## config.mk

```make
export PLATFORM = sky130hd
export DESIGN_NAME = pipe_hazard_ctrl
export DESIGN_NICKNAME = d
export VERILOG_FILES = /design/src/rtl/pipe_pkg.sv /design/src/rtl/perf_counter.sv /design/src/rtl/pipe_hazard_ctrl.sv
export SDC_FILE = /design/constraint.sdc
export NUM_CORES = 1
export LEC_CHECK = 0
export ABC_AREA = 0
export CORE_MARGIN = 2
export CORE_UTILIZATION = 54
export CTS_CLUSTER_SIZE = 12
export DETAILED_ROUTE_END_ITERATION = 10
export PLACE_DENSITY = 0.86
export SLEW_MARGIN = 10
export SYNTH_ARGS = -nofsm -noshare
export SYNTH_HDL_FRONTEND = slang
export SYNTH_HIERARCHICAL = 1
export SYNTH_SLANG_ARGS = --single-unit
export TNS_END_PERCENT = 10
```

## constraint.sdc

```tcl
create_clock -name clk -period 4.8 [get_ports clk]
set_input_delay 0.72 -clock clk [delete_from_list [all_inputs] [get_ports clk]]
set_output_delay 0.72 -clock clk [all_outputs]
set_load 0.1 [all_outputs]
```

## src/rtl/pipe_pkg.sv

```systemverilog
// rtl/pipe_pkg.sv - shared types for the pipeline hazard controller
package pipe_pkg;

  localparam int REG_W = 5;

  typedef enum logic {RUN = 1'b0, MDU_BUSY = 1'b1} state_t;

  // Winning hazard cause for the current cycle, highest priority first after NONE
  typedef enum logic [2:0] {NONE, MEMW, MDU, REDIR, LU} cause_t;

endpackage

```

## src/rtl/perf_counter.sv

```systemverilog
// rtl/perf_counter.sv - wrapping event counter with synchronous clear
module perf_counter #(
  parameter int CNT_W = 32
) (
  input  logic             clk,
  input  logic             rst_n,
  input  logic             clr,
  input  logic             inc,
  output logic [CNT_W-1:0] count
);

  always_ff @(posedge clk or negedge rst_n) begin
    if (!rst_n)   count <= '0;
    else if (clr) count <= '0;
    else if (inc) count <= count + CNT_W'(1);
  end

endmodule

```

## src/rtl/pipe_hazard_ctrl.sv

```systemverilog
// rtl/pipe_hazard_ctrl.sv - stall/flush scheduler for the 5-stage pipeline
module pipe_hazard_ctrl
  import pipe_pkg::*;
#(
  parameter int MDU_TIMEOUT = 64,
  parameter int CNT_W       = 32
) (
  input  logic             clk,
  input  logic             rst_n,
  input  logic             id_valid,
  input  logic [REG_W-1:0] id_rs1,
  input  logic [REG_W-1:0] id_rs2,
  input  logic             id_use_rs1,
  input  logic             id_use_rs2,
  input  logic             ex_valid,
  input  logic [REG_W-1:0] ex_rd,
  input  logic             ex_is_load,
  input  logic             ex_redirect,
  input  logic             ex_mdu_start,
  input  logic             mdu_done,
  input  logic             mem_wait,
  input  logic             cnt_clr,
  output logic             pc_hold,
  output logic             if_id_hold,
  output logic             if_id_flush,
  output logic             id_ex_hold,
  output logic             id_ex_flush,
  output logic             ex_mem_hold,
  output logic             ex_mem_bubble,
  output logic             mem_wb_bubble,
  output logic             mdu_timeout_err,
  output logic [CNT_W-1:0] stall_cycles,
  output logic [CNT_W-1:0] flush_count
);

  localparam int TW = $clog2(MDU_TIMEOUT + 1);
  localparam logic [TW-1:0] TO_VAL = TW'(MDU_TIMEOUT);

  state_t        state_q, state_d;
  logic [TW-1:0] tcnt_q, tcnt_d;
  logic          err_d;
  logic          lu, timeout, mdu_stall;
  cause_t        cause;

  assign lu = ex_valid & ex_is_load & (ex_rd != '0) & id_valid &
              ((id_use_rs1 & (id_rs1 == ex_rd)) | (id_use_rs2 & (id_rs2 == ex_rd)));

  // A timed-out op is released exactly like a completed one
  assign timeout   = (state_q == MDU_BUSY) & ~mdu_done & (tcnt_q == TO_VAL);
  assign mdu_stall = ~timeout &
                     (((state_q == MDU_BUSY) & ~mdu_done) |
                      ((state_q == RUN) & ex_valid & ex_mdu_start & ~mdu_done));

  always_comb begin
    cause = NONE;
    if (!rst_n)          cause = NONE;
    else if (mem_wait)   cause = MEMW;
    else if (mdu_stall)  cause = MDU;
    else if (ex_redirect) cause = REDIR;
    else if (lu)         cause = LU;
  end

  always_comb begin
    pc_hold       = 1'b0;
    if_id_hold    = 1'b0;
    if_id_flush   = 1'b0;
    id_ex_hold    = 1'b0;
    id_ex_flush   = 1'b0;
    ex_mem_hold   = 1'b0;
    ex_mem_bubble = 1'b0;
    mem_wb_bubble = 1'b0;
    case (cause)
      MEMW: begin
        pc_hold       = 1'b1;
        if_id_hold    = 1'b1;
        id_ex_hold    = 1'b1;
        ex_mem_hold   = 1'b1;
        mem_wb_bubble = 1'b1;
      end
      MDU: begin
        pc_hold       = 1'b1;
        if_id_hold    = 1'b1;
        id_ex_hold    = 1'b1;
        ex_mem_bubble = 1'b1;
      end
      REDIR: begin
        if_id_flush = 1'b1;
        id_ex_flush = 1'b1;
      end
      LU: begin
        pc_hold     = 1'b1;
        if_id_hold  = 1'b1;
        id_ex_flush = 1'b1;
      end
      default: ;
    endcase
  end

  // A stalled data bus freezes the whole sequencer, timeout counter included
  always_comb begin
    state_d = state_q;
    tcnt_d  = tcnt_q;
    err_d   = mdu_timeout_err;
    if (!mem_wait) begin
      case (state_q)
        RUN: begin
          if (ex_valid & ex_mdu_start & ~mdu_done) begin
            state_d = MDU_BUSY;
            tcnt_d  = TW'(1);
          end
        end
        MDU_BUSY: begin
          if (mdu_done) begin
            state_d = RUN;
            tcnt_d  = '0;
          end else if (timeout) begin
            state_d = RUN;
            tcnt_d  = '0;
            err_d   = 1'b1;
          end else begin
            tcnt_d = tcnt_q + TW'(1);
          end
        end
      endcase
    end
  end

  always_ff @(posedge clk or negedge rst_n) begin
    if (!rst_n) begin
      state_q         <= RUN;
      tcnt_q          <= '0;
      mdu_timeout_err <= 1'b0;
    end else begin
      state_q         <= state_d;
      tcnt_q          <= tcnt_d;
      mdu_timeout_err <= err_d;
    end
  end

  perf_counter #(.CNT_W(CNT_W)) u_stall_cnt (
    .clk   (clk),
    .rst_n (rst_n),
    .clr   (cnt_clr),
    .inc   (pc_hold),
    .count (stall_cycles)
  );

  perf_counter #(.CNT_W(CNT_W)) u_flush_cnt (
    .clk   (clk),
    .rst_n (rst_n),
    .clr   (cnt_clr),
    .inc   (cause == REDIR),
    .count (flush_count)
  );

endmodule

```

==> results.md, run 1 <==
- Outcome: finished clean
- Setup TNS: 0 ps
- Async set-reset flop share out of synthesis: 1.00
- Worst-Skew Late Latency: 350 ps
- Cts bufs inserted: 9
- Worst Skew: 14.3 ps
- Final Util: 0.728
- Rows: 31
- Total setup buffers inserted after CTS: 0
- Maximum vdd drop: 0.172 mV
- Final min period: 3530 ps
- Final setup viols: 0
- Count of cell types in the netlist: 51
- Fmax: around 0.28 GHz
- Pre-CTS setup slack: 964 ps
- Most used flip-flop cell after synthesis: dfrtp_1
- IO buf count: 99
- H-tree depth: 3
- Nets@finish: 561
- Core area: roughly 0.0073 mm2
- Avg Cell Area, Syn: 9.37 um2
- Clock sinks: 73
- Fill count: 535
- First-pass GRT wire length: 17100 um
- Die area: 0.00839 mm2
- First-pass iteration count of the detailed router: 4
- Seq/Total Area, Yosys: 0.441
- Vias in the first global route: around 3700
- Routed len/inst: approximately 16 um
- Static leakage: 2.02 nW
- I/O pins: 100
- Hold Buf Count CTS: 0
- CTS tree: built
- Share of cells above drive strength 1: 0.0822
- Worst r2r path cells: 10
- WP data arrival: 3800 ps
- Relative max-transition margin: 0.321
- Syn nets: 473
- Die span in y: 91.6 um
- Worst-path maximum fanout: 17
- Post-synth EDFFs: 0
- Initial antenna violation count: 0
- Grt ovf: 0
- Crit path capture type: register
- Yosys reg bits: 73
- PnR worst setup slack: 1270 ps
- Final hold vios: 0
- RR Endpoint: u_stall_cnt/count[27]
- Clock slew at reported path FFs: 80 ps
- PwrDens: around 250 mW/mm2
- Clock Tree Root: clkbuf_8
- Post_cts resized: 0
- Final ANT Viol Nets: 0
- Post-Route WL: between 10000 and 15000 um
- Post-Syn Instances: 442
- Antenna diodes: 0
- Routed vias: 3831
- Largest net degree at the start of global routing: 65
- Worst R2R Setup Slack: 1470 ps
- CP Launch Type: input pin
- WP data required: between 5000 and 6000 ps
- Via-to-Cell Ratio: 6.04
- Die Wd: 91.6 um
- Area growth syn-to-layout: 28.9%
- Final cycle utilization of the critical path: 0.735
- Kind of critical path: input pin to register
- Number of max-slew violations in the final report: 0
- Cell area after synthesis: 0.00414 mm2
- GRT Overall Usage: 0.249
- Max-Cap Viols: 0
- Hold Path Class: input pin to async pin
- Initial DRC Count: 231
- DRC viols: 0
- Starting density of the core: 0.565
- Clk buf depth: 2
- Placer Congestion: 0.860
- Reg2reg start: tcnt_q[0]
- Post-DP HPWL: 7080 um
- RSZ-0062 raised after global routing: false
- Final hold slack: roughly 210 ps
- Tightest Pin Transition: 1020 ps
- Yosys warns: 6
==> worst max path at each step <==
| stage | startpoint | to | depth (start not counted) |
|---|---|---|---|
| 2_1_floorplan | ex_rd[3] | u_stall_cnt/count[27] | 10 |
| 4_1_cts | tcnt_q[3] | ex_mem_bubble | 5 |
| 3_5_place_dp | ex_rd[3] | u_stall_cnt/count[25] | 10 |
| 5_1_grt | ex_rd[3] | u_stall_cnt/count[27] | 10 |
| 6_report | ex_rd[3] | u_stall_cnt/count[27] | 10 |
| 3_3_place_gp | ex_rd[3] | u_stall_cnt/count[31] | 10 |
==> logic make-up after synthesis <==
| logic type | synth area share |
|---|---|
| adder cells (fa/ha/maj) | 0.0121 |
| AND/OR/NAND/NOR | 0.246 |
| AO/OA/AOI/OAI | 0.154 |
| buffers and inverters | 0.0486 |
| flip-flops | 0.441 |
| XOR/XNOR | 0.0698 |
| multiplexers | 0.0287 |
==> registers in the layout, indices dropped and copies added (netlist names) <==
signal             flops
u_flush_cnt/count     32
u_stall_cnt/count     32
tcnt_q                 7
mdu_timeout_err        1
state_q                1
==> where the power goes <==
| part | internal (mW) | switching, mW | total [mW] |
|---|---|---|---|
| Clock | 0.269 | 0.227 | 0.496 |
| Combinational | 0.0602 | 0.114 | 0.174 |
| Sequential | 0.629 | 0.0229 | 0.652 |
==> stage by stage <==
step / instance area [um2] / total power, mW / cells
after floorplan: 4140 / 0.771 / 442
after global placement: 5130 / 0.830 / 618
after detailed placement: 5130 / 0.839 / 618
after CTS: 5340 / 1.33 / 634
after global routing: 5340 / 1.37 / 634
final: 5340 / 1.32 / 634
==> cells in the final DEF, fill, tap and decap left out, drive strengths merged, types with 2 or more instances in the layout <==
cell type	Yosys	routed
inv	18	18
o211ai	3	3
o2111ai	2	2
a21oi	37	37
mux2i	4	4
nor2b	6	6
clkbuf	12	12
o31ai	22	22
ha	4	4
o21ba	2	2
or3	18	18
nor2	35	35
and4	7	7
xnor2	16	16
nor4	13	13
dfrtp	73	73
or4	24	24
buf	14	11
and2	4	4
o21ai	19	19
clkinv	0	2
o21a	3	3
xor2	17	17
nor3	11	11
mux2	7	7
nand3	14	14
nand2	31	31
nand4	11	11
clkdlybuf4s50	0	92
and3	3	3
==> area by class of cell <==
type,instances,area (um2),area share
inverters,18,67.6,0.0127
flip-flops and latches,73,1830,0.342
clock buffers,12,155,0.0291
multi-input cells,325,2110,0.396
well taps,99,124,0.0232
clock inverters,4,51.3,0.00961
repair buffers,103,1000,0.187
==> critical path, cell delays in order <==
cell	delay, ps
clkdlybuf4s50_1	480
xor2_1	190
nor4_1	280
a32oi_1	170
o2bb2ai_1	160
buf_4	190
o2111ai_4	190
or3_1	670
or4_1	600
a21oi_1	150
==> metal layers <==
layer,wire length (um),GRT usage,share of wire,vias to the layer above
met5,0,0,0,-
met4,157,0.0972,0.015,0
met3,436,0.0407,0.043,15
met2,5260,0.434,0.52,118
met1,4330,0.308,0.43,1890
li1,-,-,-,1808
==> cell usage after synthesis (all sizes together) (6+ instances only) <==
library cell,count,area share
o31ai,22,0.040
nor3,11,0.013
or3,18,0.027
xor2,17,0.036
mux2,7,0.019
buf,14,0.021
xnor2,16,0.034
nor4,13,0.020
nand4,11,0.024
nand3,14,0.017
o21ai,19,0.023
inv,18,0.016
or4,24,0.044
clkbuf,12,0.011
nor2b,6,0.0091
a21oi,37,0.045
dfrtp,73,0.44
and4,7,0.015
nand2,31,0.028
nor2,35,0.032
No activity file was read; power rests on OpenSTA's default activity.
==> inputs of run 2 (changes only) <==
--- a/config.mk
+++ b/config.mk
@@ -7,10 +7,10 @@
 export LEC_CHECK = 0
 export ABC_AREA = 0
 export CORE_MARGIN = 2
-export CORE_UTILIZATION = 54
+export CORE_UTILIZATION = 45
 export CTS_CLUSTER_SIZE = 12
 export DETAILED_ROUTE_END_ITERATION = 10
-export PLACE_DENSITY = 0.86
+export PLACE_DENSITY = 0.77
 export SLEW_MARGIN = 10
 export SYNTH_ARGS = -nofsm -noshare
 export SYNTH_HDL_FRONTEND = slang
==> constraint.sdc (replaced) <==
create_clock -name clk -period 2.91 [get_ports clk]
set_input_delay 0.4365 -clock clk [delete_from_list [all_inputs] [get_ports clk]]
set_output_delay 0.4365 -clock clk [all_outputs]
set_load 0.1 [all_outputs]
==> results.md, run 2 (same netlist as run 1, synthesis figures left out) <==
- Routed vias: 3798
- Worst-Skew Late Latency: 340 ps
- Clock Tree Root: clkbuf_8
- Rows: 35
- Non-Filler Instances: around 670
- Die span in y: 99.9 um
- Clock slew at reported path FFs: 70 ps
- Routed len/inst: 15.0 um
- Area of placed instances: between 0.005 and 0.006 mm2
- Outcome: finished clean
- Commonest non-fill, non-tap cell in the layout: buf_4
- Worst R2R Setup Slack: between 100 and 150 ps
- Cts bufs inserted: 9
- DRC viols: 0
- Finished layout cell area: 0.00550 mm2
- Antenna diodes: 0
- CTS tree: built
- Final cycle utilization of the critical path: 0.967
- Via-to-Cell Ratio: 5.69
- Tightest Pin Transition: 947 ps
- Core area: 0.00906 mm2
- Fmax: roughly 0.36 GHz
- IO buf count: between 90 and 100
- Static leakage: 2.30 nW
- GRT Overall Usage: 0.202
- Worst Setup SP: ex_rd[0]
- Initial antenna violation count: 0
- Final ANT Viol Nets: 0
- Biggest regs: u_flush_cnt/count: 32 flops, u_stall_cnt/count: 32 flops, tcnt_q: 7 flops
- Placed cell count: 651
- CP Launch Type: input pin
- Relative max-transition margin: 0.369
- RSZ-0062 raised after global routing: true
- Hold Buf Count CTS: 0
- Largest net degree at the start of global routing: 77
- Post-DP HPWL: a little over 7000 um
- Clock sinks: 73
- Reg2reg start: tcnt_q[0]
- Max-Cap Viols: 0
- Die area: 0.00999 mm2
- Kind of critical path: input pin to register
- Crit path capture type: register
- WP data arrival: 3080 ps
- H-tree depth: 3
- Initial DRC Count: around 180
- Hold Path Class: input pin to async pin
- Grt ovf: 0
- Placer Congestion: 0.811
- Worst-path maximum fanout: 16
- Starting density of the core: 0.457
- PwrDens: around 400 mW/mm2
- Die Wd: 99.9 um
- Post-Route WL: 9980 um
- WP data required: 3170 ps
- Share of cells above drive strength 1: 0.257
- Post_cts resized: 0
- Total setup buffers inserted after CTS: 0
- Nets@finish: between 500 and 600
- First-pass iteration count of the detailed router: 5
- Clk buf depth: 2
- Area growth syn-to-layout: 32.8%
- Worst r2r path cells: 10
- Vias in the first global route: approximately 3500
- RR Endpoint: u_stall_cnt/count[23]
- Setup TNS: 0 ps
- Final min period: 2810 ps
- Final hold vios: 0
- Final hold slack: 392 ps
- Final setup viols: 0
- Number of max-slew violations in the final report: 0
- I/O pins: 100
- Most frequent cells in the layout: buf_4, dfrtp_1, a21oi_1
- Maximum vdd drop: 0.195 mV
- Worst Skew: 10.5 ps
- First-pass GRT wire length: 16500 um
-- run 2: worst max path at each step --
stage	to	slack, ps	cells past startpoint
3_5_place_dp	u_stall_cnt/count[26]	-310	9
2_1_floorplan	u_stall_cnt/count[27]	-240	10
6_report	u_stall_cnt/count[23]	100	10
5_1_grt	u_stall_cnt/count[19]	-20	10
3_3_place_gp	u_stall_cnt/count[30]	-230	9
4_1_cts	u_stall_cnt/count[28]	40	9
-- run 2: critical path, stage by stage --
cell,delay [ps]
clkdlybuf4s50_1,460
xor2_1,190
nor4_2,310
a32oi_2,190
o2bb2ai_4,200
o2111ai_4,150
or3_1,320
buf_4,190
or4_1,470
a21oi_1,140
-- run 2: where the power goes --
part | internal [mW] | leakage (nW) | switching, mW | total (mW)
Sequential | 1.04 | 1.01 | 0.0258 | 1.06
Combinational | 0.142 | 1.19 | 0.212 | 0.353
Clock | 0.418 | 0.0974 | 0.366 | 0.785
Total | 1.60 | 2.30 | 0.604 | 2.20
-- run 2: cell type report --
type	count	area, um2
multi-input cells	325	2190
repair buffers	124	1090
fillers	778	3570
clock buffers	13	149
well taps	111	139
flip-flops and latches	73	1830
clock inverters	3	40.0
inverters	18	67.6
-- run 2: metrics by stage --
step	util	worst slack [ps]	total power, mW
floorplan	-	-242	1.28
global placement	0.581	-233	1.43
detailed placement	0.581	-314	1.43
CTS	0.602	35.6	2.22
global route	0.607	-15.2	2.31
finish	0.607	97.3	2.20
-- run 2: per-layer routing --
metal	wire length (um)	global-route usage	vias to the layer above	part of all wire
li1	-	-	1842	-
met1	4490	0.275	1862	0.45
met3	429	0.0341	8	0.043
met2	4970	0.327	86	0.50
met5	0	0	-	0
met4	93	0.0695	0	0.0093
==> inputs of run 3 (changes only) <==
--- a/config.mk
+++ b/config.mk
@@ -6,7 +6,7 @@
 export NUM_CORES = 1
 export LEC_CHECK = 0
 export ABC_AREA = 0
-export CORE_MARGIN = 2
+export CORE_MARGIN = 5
 export CORE_UTILIZATION = 45
 export CTS_CLUSTER_SIZE = 12
 export DETAILED_ROUTE_END_ITERATION = 10
==> results.md, run 3 (same netlist as run 1, synthesis figures left out) <==
- Final min period: 2800 ps
- Worst R2R Setup Slack: 140 ps
- Share of cells above drive strength 1: 0.271
- Clk buf depth: 2
- Cell internal pwr: 1.82 mW
- Crit path capture type: register
- Buffers plus inverters on the worst setup path: 2
- Worst-path maximum fanout: 18
- Tightest Pin Transition: 958 ps
- Chain of cells forming the critical path: clkdlybuf4s50_1, xor2_1, nor4_1, a32oi_2, o2bb2ai_4, o211ai_1, or3_1, buf_6, or4_1, a21oi_1
- IO buf count: 99
- Maximum vdd drop: 0.321 mV
- H-tree depth: 3
- I/O pins: 100
- PwrDens: approximately 430 mW/mm2
- Final hold vios: 0
- Core area: 0.00911 mm2
- Area growth syn-to-layout: 36.0%
- Critical path's slowest cell: or4_1
- Switch share: 0.253
- Commonest non-fill, non-tap cell in the layout: buf_4
- Antenna diodes: 0
- First-pass iteration count of the detailed router: 4
- Critical Path Max Stage Delay: about 510 ps
- Biggest regs: u_flush_cnt/count: 32 flops, u_stall_cnt/count: 32 flops, tcnt_q: 7 flops
- Routed len/inst: 15.4 um
- Most frequent cells in the layout: buf_4, dfrtp_1, a21oi_1
- Worst Skew: 10.4 ps
- Final hold slack: 397 ps
- Clock slew at reported path FFs: 70 ps
- Clock sinks: 73
- RR Endpoint: u_flush_cnt/count[26]
- Comb power frac: 0.146
- CP Launch Type: input pin
- GRT Overall Usage: 0.189
- Fmax: 0.358 GHz
- Placed cell count: approximately 660
- Initial antenna violation count: 0
- Via-to-Cell Ratio: 5.66
- Post-DP HPWL: ~7400 um
- Clock Tree Root: clkbuf_8
- CTS tree: built
- Outcome: finished clean
- Final Util: 0.618
- Rows: 35
- RSZ-0062 raised after global routing: false
- Final cycle utilization of the critical path: 0.961
- Number of max-slew violations in the final report: 0
- Final ANT Viol Nets: 0
- Post-Route WL: ~10000 um
- Static leakage: around 2.4 nW
- Routed vias: 3806
- Worst r2r path cells: 9
- Relative max-transition margin: 0.362
- WP data arrival: 3050 ps
- Die span in y: 106 um
- Die area: 0.0112 mm2
- CP delay by family, top: simple AND/OR/NAND/NOR gates
- Worst-Skew Late Latency: 330 ps
- Die Wd: about 110 um
- Placer Congestion: 0.782
- Vias in the first global route: 3727
- Reg2reg start: tcnt_q[3]
- Nets@finish: 587
- Cts bufs inserted: 9
- WP data required: 3160 ps
- NetSw: 0.618 mW
- Clock Power Share: 0.417
- Non-Filler Instances: 672
- DRC viols: 0
- Largest net degree at the start of global routing: 77
- Grt ovf: 0
- Reg power frac: 0.437
- Max-Cap Viols: 0
- Starting density of the core: 0.455
- Initial DRC Count: 188
- Hold Path Class: input pin to async pin
- First-pass GRT wire length: 17800 um
- Kind of critical path: input pin to register
- Final setup viols: 0
[run 3: cell count changes in the layout (fill, tap and decap cells not counted), sizes merged]
cell           before  now
clkinv              2    0
bufinv              1    3
clkdlybuf4s50      24   22
clkinvlp            0    1
clkbuf             13   12
buf               100  105
dlymetal6s2s        0    2
[run 3: power groups by stage]
stage	sequential [mW]	clock (mW)	combinational, mW
after floorplan	1.11	0	0.171
after detailed placement	1.09	0	0.351
after CTS	1.07	1.04	0.354
after global placement	1.09	0	0.345
final	1.07	1.02	0.356
after global routing	1.07	1.09	0.389
[run 3: worst max-delay path by stage]
stage / from / to / depth (start not counted)
2_1_floorplan: ex_rd[0] / u_stall_cnt/count[27] / 10
3_3_place_gp: ex_rd[0] / u_stall_cnt/count[29] / 9
3_5_place_dp: ex_rd[0] / u_stall_cnt/count[25] / 9
4_1_cts: ex_rd[0] / u_stall_cnt/count[25] / 9
5_1_grt: ex_rd[4] / u_stall_cnt/count[26] / 10
6_report: ex_rd[0] / u_stall_cnt/count[26] / 10
[run 3: repair_timing]
item	in CTS	in global routing
endpoints found under the setup margin	0	21
hold buffers	0	0
buffers inserted	0	1
resized for setup	0	13
[run 3: area by class of cell]
| type | instances | area [um2] |
|---|---|---|
| Fill cell | 790 | 3480 |
| Multi-Input combinational cell | 325 | 2200 |
| Sequential cell | 73 | 1830 |
| Timing Repair Buffer | 129 | 1130 |
| Clock buffer | 12 | 165 |
| Tap cell | 111 | 139 |
| Clock inverter | 4 | 97.6 |
| Inverter | 18 | 67.6 |
[run 3: per-layer routing]
metal | global-route usage | up-vias | part of all wire
li1 | - | 1843 | -
met1 | 0.256 | 1858 | 0.45
met2 | 0.310 | 99 | 0.49
met3 | 0.0431 | 6 | 0.053
met4 | 0.0407 | 0 | 0.0078
met5 | 0 | - | 0
[run 3: stage by stage]
step                      setup TNS, ps  total power, mW  worst slack, ps  area (um2)
after detailed placement          -4590             1.44             -316        5300
after CTS                             0             2.46             33.4        5560
after global routing                  0             2.55           0.0828        5630
final                                 0             2.44              113        5630
after floorplan                   -4770             1.28             -242        4190
after global placement            -2580             1.43             -203        5300
